**config.mk**
```make
export PLATFORM = sky130hd
export DESIGN_NAME = frame_uart_sequencer
export DESIGN_NICKNAME = d
export VERILOG_FILES = /design/src/rtl/cam_uart_pkg.sv /design/src/rtl/uart_tx.sv /design/src/rtl/frame_uart_sequencer.sv
export SDC_FILE = /design/constraint.sdc
export NUM_CORES = 1
export LEC_CHECK = 0
export CORE_ASPECT_RATIO = 0.75
export CORE_MARGIN = 8
export CORE_UTILIZATION = 55
export DETAILED_ROUTE_END_ITERATION = 8
export MAX_ROUTING_LAYER = met4
export PLACE_DENSITY_LB_ADDON = 0.2
export SYNTH_ARGS = -nofsm -noshare
export SYNTH_HDL_FRONTEND = slang
export SYNTH_SLANG_ARGS = --single-unit
```
**constraint.sdc**
```tcl
create_clock -name clk -period 5.9 [get_ports clk]
set_clock_uncertainty 0.1 [all_clocks]
set_input_delay 1.18 -clock clk [delete_from_list [all_inputs] [get_ports clk]]
set_output_delay 1.18 -clock clk [all_outputs]
set_load 0.005 [all_outputs]
```
**src/rtl/cam_uart_pkg.sv**
```systemverilog
// Shared constants for the camera frame UART dump: sync header bytes,
// sequencer state encoding and the byte-source selector.
package cam_uart_pkg;

  localparam logic [7:0] HDR_SYNC0 = 8'hA5;
  localparam logic [7:0] HDR_SYNC1 = 8'h5A;

  typedef enum logic [3:0] {
    ST_IDLE    = 4'd0,
    ST_HDR     = 4'd1,
    ST_FETCH   = 4'd2,
    ST_LATCH   = 4'd3,
    ST_ISSUE   = 4'd4,
    ST_WAIT_HI = 4'd5,
    ST_WAIT_LO = 4'd6,
    ST_CKSUM   = 4'd7,
    ST_FIN     = 4'd8
  } seq_state_t;

  // Where the byte following the one on the wire comes from.
  typedef enum logic [1:0] {
    SRC_HDR = 2'd0,
    SRC_PAY = 2'd1,
    SRC_CK  = 2'd2
  } byte_src_t;

  // Header byte idx of 0..3: sync, sync, length high, length low.
  function automatic logic [7:0] hdr_byte(input logic [1:0] idx, input logic [15:0] len);
    logic [7:0] b;
    case (idx)
      2'd0:    b = HDR_SYNC0;
      2'd1:    b = HDR_SYNC1;
      2'd2:    b = len[15:8];
      default: b = len[7:0];
    endcase
    return b;
  endfunction

endpackage

```
**src/rtl/uart_tx.sv**
```systemverilog
// 8N1 UART transmitter. busy rises the cycle after data_valid is accepted
// and falls once the stop bit has been on the line for a full bit time.
module uart_tx #(
  parameter int CLK_FREQ  = 50000000,
  parameter int BAUD_RATE = 115200
) (
  input  logic       clk,
  input  logic       rst_n,
  input  logic       data_valid,
  input  logic [7:0] data,
  output logic       tx,
  output logic       busy
);

  localparam int CLKS_PER_BIT = (CLK_FREQ / BAUD_RATE > 0) ? (CLK_FREQ / BAUD_RATE) : 1;
  localparam int CNT_W        = (CLKS_PER_BIT > 1) ? $clog2(CLKS_PER_BIT) : 1;
  localparam logic [CNT_W-1:0] BIT_RELOAD = CNT_W'(CLKS_PER_BIT - 1);

  logic [CNT_W-1:0] baud_cnt;
  logic [8:0]       shreg;
  logic [3:0]       bits_left;

  // Bit timer counts down to zero; on terminal count shift the next bit out.
  always_ff @(posedge clk or negedge rst_n) begin
    if (!rst_n) begin
      tx        <= 1'b1;
      busy      <= 1'b0;
      baud_cnt  <= '0;
      shreg     <= '0;
      bits_left <= '0;
    end else if (!busy) begin
      if (data_valid) begin
        busy      <= 1'b1;
        tx        <= 1'b0;
        shreg     <= {1'b1, data};
        bits_left <= 4'd9;
        baud_cnt  <= BIT_RELOAD;
      end
    end else if (baud_cnt == '0) begin
      if (bits_left == 4'd0) begin
        busy <= 1'b0;
      end else begin
        tx        <= shreg[0];
        shreg     <= {1'b1, shreg[8:1]};
        bits_left <= bits_left - 4'd1;
        baud_cnt  <= BIT_RELOAD;
      end
    end else begin
      baud_cnt <= baud_cnt - {{(CNT_W-1){1'b0}}, 1'b1};
    end
  end

endmodule

```
**src/rtl/frame_uart_sequencer.sv**
```systemverilog
// Dumps one camera frame over UART: 4-byte header, payload read from the
// frame buffer, then an 8-bit additive checksum of the payload.
//
// state    | meaning
// ---------+--------------------------------------------------------------
// IDLE     | waiting for start
// HDR      | load next header byte
// FETCH    | frame-buffer read strobe for current payload index
// LATCH    | capture read data, accumulate checksum
// ISSUE    | hand byte to UART once it is idle
// WAIT_HI  | wait for UART to report busy
// WAIT_LO  | wait for UART to finish; choose next byte source or finish
// CKSUM    | load checksum byte
// FIN      | done pulse visible, release frame_lock
module frame_uart_sequencer #(
  parameter int CLK_FREQ    = 50000000,
  parameter int BAUD_RATE   = 115200,
  parameter int FRAME_BYTES = 38400,
  parameter int ADDR_W      = 16
) (
  input  logic              clk,
  input  logic              rst_n,
  input  logic              start,
  input  logic              abort,
  output logic              mem_rd_en,
  output logic [ADDR_W-1:0] mem_addr,
  input  logic [7:0]        mem_rdata,
  output logic              frame_lock,
  output logic              tx,
  output logic              done,
  output logic              aborted
);

  import cam_uart_pkg::*;

  localparam logic [15:0] FRAME_LEN = 16'(FRAME_BYTES);

  seq_state_t  state;
  byte_src_t   src;
  logic [1:0]  hdr_idx;
  logic [15:0] pay_idx;
  logic [7:0]  cksum;
  logic [7:0]  byte_reg;
  logic        data_valid;
  logic        busy;
  logic        abort_pend;
  logic        abort_seen;

  // An abort seen at any point of a dump is remembered until the dump ends.
  assign abort_seen = abort | abort_pend;

  // Frame sequencer; done and mem_rd_en are set on entry to FIN/FETCH so they
  // are high during exactly that state's cycle.
  always_ff @(posedge clk or negedge rst_n) begin
    if (!rst_n) begin
      state      <= ST_IDLE;
      src        <= SRC_HDR;
      hdr_idx    <= '0;
      pay_idx    <= '0;
      cksum      <= '0;
      byte_reg   <= '0;
      data_valid <= 1'b0;
      abort_pend <= 1'b0;
      mem_rd_en  <= 1'b0;
      mem_addr   <= '0;
      frame_lock <= 1'b0;
      done       <= 1'b0;
      aborted    <= 1'b0;
    end else begin
      done       <= 1'b0;
      data_valid <= 1'b0;
      mem_rd_en  <= 1'b0;
      if (state != ST_IDLE && abort) abort_pend <= 1'b1;
      case (state)
        ST_IDLE: begin
          if (start) begin
            state      <= ST_HDR;
            frame_lock <= 1'b1;
            src        <= SRC_HDR;
            hdr_idx    <= '0;
            pay_idx    <= '0;
            cksum      <= '0;
            abort_pend <= 1'b0;
            aborted    <= 1'b0;
          end
        end
        ST_HDR: begin
          if (abort_seen) begin
            state   <= ST_FIN;
            done    <= 1'b1;
            aborted <= 1'b1;
          end else begin
            byte_reg <= hdr_byte(hdr_idx, FRAME_LEN);
            hdr_idx  <= hdr_idx + 2'd1;
            if (hdr_idx == 2'd3) src <= SRC_PAY;
            state    <= ST_ISSUE;
          end
        end
        ST_FETCH: begin
          if (abort_seen) begin
            state   <= ST_FIN;
            done    <= 1'b1;
            aborted <= 1'b1;
          end else begin
            state <= ST_LATCH;
          end
        end
        ST_LATCH: begin
          if (abort_seen) begin
            state   <= ST_FIN;
            done    <= 1'b1;
            aborted <= 1'b1;
          end else begin
            byte_reg <= mem_rdata;
            cksum    <= cksum + mem_rdata;
            pay_idx  <= pay_idx + 16'd1;
            state    <= ST_ISSUE;
          end
        end
        ST_ISSUE: begin
          if (!busy) begin
            data_valid <= 1'b1;
            state      <= ST_WAIT_HI;
          end
        end
        ST_WAIT_HI: begin
          if (busy) state <= ST_WAIT_LO;
        end
        ST_WAIT_LO: begin
          if (!busy) begin
            if (abort_seen) begin
              state   <= ST_FIN;
              done    <= 1'b1;
              aborted <= 1'b1;
            end else begin
              case (src)
                SRC_HDR: state <= ST_HDR;
                SRC_PAY: begin
                  if (pay_idx == FRAME_LEN) begin
                    state <= ST_CKSUM;
                  end else begin
                    state     <= ST_FETCH;
                    mem_rd_en <= 1'b1;
                    mem_addr  <= ADDR_W'(pay_idx);
                  end
                end
                default: begin
                  state <= ST_FIN;
                  done  <= 1'b1;
                end
              endcase
            end
          end
        end
        ST_CKSUM: begin
          if (abort_seen) begin
            state   <= ST_FIN;
            done    <= 1'b1;
            aborted <= 1'b1;
          end else begin
            byte_reg <= cksum;
            src      <= SRC_CK;
            state    <= ST_ISSUE;
          end
        end
        ST_FIN: begin
          frame_lock <= 1'b0;
          abort_pend <= 1'b0;
          state      <= ST_IDLE;
        end
        default: state <= ST_IDLE;
      endcase
    end
  end

  uart_tx #(
    .CLK_FREQ  (CLK_FREQ),
    .BAUD_RATE (BAUD_RATE)
  ) u_uart_tx (
    .clk        (clk),
    .rst_n      (rst_n),
    .data_valid (data_valid),
    .data       (byte_reg),
    .tx         (tx),
    .busy       (busy)
  );

endmodule

```
==> flow_metrics.env <==
export IMPL_top_regs="mem_addr x16, pay_idx x16"
export IMPL_antenna_found_initial=0
export IMPL_rr_worst_depth=5
export IMPL_r2r_start="state[2]$_DFFE_PN0P_"
export IMPL_setup_violations=0
export IMPL_drv_slew=0
export IMPL_critical_path_startpoint="abort"
export IMPL_gp_congestion=0.916
export IMPL_finalPower_uw=1830
export IMPL_fin_tns_setup_ns=0
export IMPL_comb_power_share_pct=29.4
export IMPL_grt_max_degree=51
export IMPL_clk_path_buf_depth=2
export IMPL_slew_headroom_pct=34.8
export IMPL_post_route_min_period_ns=3.23
export IMPL_synthTopCellsByArea="dfrtp_1 (47%), mux2_2 (4.7%), ha_1 (4.4%), nor2_1 (4.0%), mux2i_1 (3.5%)"
export IMPL_cts_tree="built"
export IMPL_r2r_end="mem_addr[5]$_DFFE_PN0P_"
export IMPL_grt_pass1_vias=3201
export IMPL_status="completed"
export IMPL_finalHoldViolations=0
export IMPL_synth_edf_count=0
export IMPL_seq_area_frac_synth_pct=47.4
export IMPL_worstPathArrival_ns=3.37
export IMPL_layout_commonest_cell="dfrtp_1"
export IMPL_clk_latency_ns=0.36
export IMPL_vias_per_cell=5.81
export IMPL_cts_resized=0
export IMPL_cts_buffers=9
export IMPL_worst_pin_slew_ns=0.978
export IMPL_drc_errors=0
export IMPL_maxCapViolCount=0
export IMPL_worstSetupEndpoint="mem_addr[5]$_DFFE_PN0P_"
export IMPL_ir_drop_v=0.000195
export IMPL_drive_gt1_share_pct=13.0
export IMPL_post_cts_buffers=0
export IMPL_pin_count=33
export IMPL_synth_top_area_share_pct=46.8
export IMPL_syn_area_sq_um=4540
export IMPL_cts_sinks=86
export IMPL_port_buffers=32
export IMPL_start_kind="primary input"
export IMPL_wl_um=9030
export IMPL_vias=3293
export IMPL_drt_iter0_markers=204
export IMPL_antenna_left=0
export IMPL_r2r_slack_ns=2.94
export IMPL_p_sw_uw=637
export IMPL_grt_overflow_total=0
export IMPL_p_per_area_nw_per_um2=360
export IMPL_area_growth_pct=12.0
export IMPL_synthArstFlopShare_pct=100
export IMPL_die_h_um=94.7
export IMPL_p_int_uw=1200
export IMPL_power_leakage_uw=0.00232
export IMPL_nNetsFinal=486
export IMPL_hold_class="flop to flop"
export IMPL_switching_share_pct=34.7
export IMPL_layout_common_cells="dfrtp_1 (85), nor2_1 (49), clkdlybuf4s50_1 (31)"
export IMPL_rsz0062_at_grt="false"
export IMPL_end_kind="flop"
export IMPL_yosysUniqueCellTypes=64
export IMPL_avgSynthCellArea_sq_um=10.5
export IMPL_grt_use_total_pct=17.6
export IMPL_root_buffer="clkbuf_8"
export IMPL_antenna_cells=0
export IMPL_crit_type="primary input to flop"
export IMPL_cts_hold_buf=0
export IMPL_ys_flop_type="dfrtp_1"
export IMPL_core_area_sq_um=7950
export IMPL_die_area_sq_um=11500
export IMPL_clkPwrFrac_pct=22.7
export IMPL_hpwl_um=6360
export IMPL_synth_top_area_cell="dfrtp_1"
export IMPL_synth_seq_cells=86
export IMPL_grt_pass1_wl_um=15800
export IMPL_path_max_fanout=17
export IMPL_yosysWarnings=0
export IMPL_die_w_um=121
export IMPL_drt_wirelength_per_cell_um=15.9
export IMPL_clk_pin_slew_ns=0.08
export IMPL_seqPwrFrac_pct=47.9
export IMPL_row_count=28
export IMPL_critPathRequiredTime_ns=6.04
export IMPL_first_pass_iters=4
export IMPL_synth_nets=462
export IMPL_cts_htree_levels=3
export IMPL_timing_final_crit_share_pct=54.7
export IMPL_start_util_pct=57.1
export IMPL_fmax_mhz=310
export IMPL_netlist_instances=433
## power by group through the flow
stage	Clock (uW)	Combinational, uW	Sequential, uW
detailed placement	0	540	887
finish	416	538	878
global placement	0	519	877
floorplan	0	453	822
CTS	427	543	876
global route	450	613	901
## Yosys cell counts, types with 3 or more instances
library cell	n
a211oi_1	11
a21o_1	12
a21oi_1	20
a21oi_2	4
a22o_1	4
a22oi_1	3
and3_1	3
buf_2	4
buf_6	4
clkbuf_1	10
dfrtp_1	85
ha_1	16
inv_1	13
mux2_2	19
mux2i_1	16
nand2_1	25
nand2b_1	4
nand3_1	10
nand3b_1	4
nor2_1	49
nor2_2	4
nor3_1	10
nor4_1	8
o21ai_0	21
xnor2_1	14
xor2_1	7
## worst max-delay path, cell delays in order
cell	delay, ns
clkdlybuf4s50_1	0.47
nor2_1	0.26
nand3b_1	0.14
nor2_1	0.12
nand3_1	0.65
mux2_2	0.53
## how the worst min path moves through the flow
stage                                    from                             end  cells after the start  slack (ns)
6_report              byte_reg[1]$_DFFE_PN0P_         byte_reg[1]$_DFFE_PN0P_                      1        0.38
5_1_grt               byte_reg[4]$_DFFE_PN0P_         byte_reg[4]$_DFFE_PN0P_                      1        0.40
4_1_cts               byte_reg[1]$_DFFE_PN0P_         byte_reg[1]$_DFFE_PN0P_                      1        0.39
3_5_place_dp          byte_reg[1]$_DFFE_PN0P_         byte_reg[1]$_DFFE_PN0P_                      1        0.37
3_3_place_gp   u_uart_tx.shreg[8]$_DFFE_PN0P_  u_uart_tx.shreg[8]$_DFFE_PN0P_                      1        0.35
2_1_floorplan  u_uart_tx.shreg[8]$_DFFE_PN0P_  u_uart_tx.shreg[8]$_DFFE_PN0P_                      1        0.34
## layer usage
metal | routed length [um] | GRT usage (%) | vias to the layer above
li1 | - | - | 1595
met1 | 4610 | 24.3 | 1621
met2 | 3910 | 24.7 | 72
met3 | 447 | 4.59 | 5
met4 | 61 | 5.39 | 0
met5 | 0 | - | -
## final cells by class
| cell class | instances | area, sq um |
|---|---|---|
| tap | 105 | 131 |
| fill | 661 | 2860 |
| inverter | 13 | 48.8 |
| clock buffer | 12 | 155 |
| timing repair buffer | 33 | 325 |
| clock inverter | 4 | 45.0 |
| multi-input combinational | 314 | 2230 |
| sequential | 86 | 2150 |
## kinds of logic after synthesis
family,share of synthesized area [%]
mux,8.24
fa+ha+maj,4.85
buf+inv,3.50
flops,47.4
compound gates,14.7
xor+xnor,4.05
simple gates,17.3
## metrics by stage
step | area, sq um | util, % | setup slack (ns) | instances | hold slack (ns)
CTS | 5090 | 64.0 | 2.72 | 567 | 0.385
finish | 5090 | 64.0 | 2.67 | 567 | 0.380
global placement | 4890 | 61.5 | 2.46 | 551 | 0.350
floorplan | 4540 | - | 3.10 | 433 | 0.339
detailed placement | 4890 | 61.5 | 2.38 | 551 | 0.367
global route | 5090 | 64.0 | 2.53 | 567 | 0.401
Note: power is estimated with default switching activity, not from simulation.
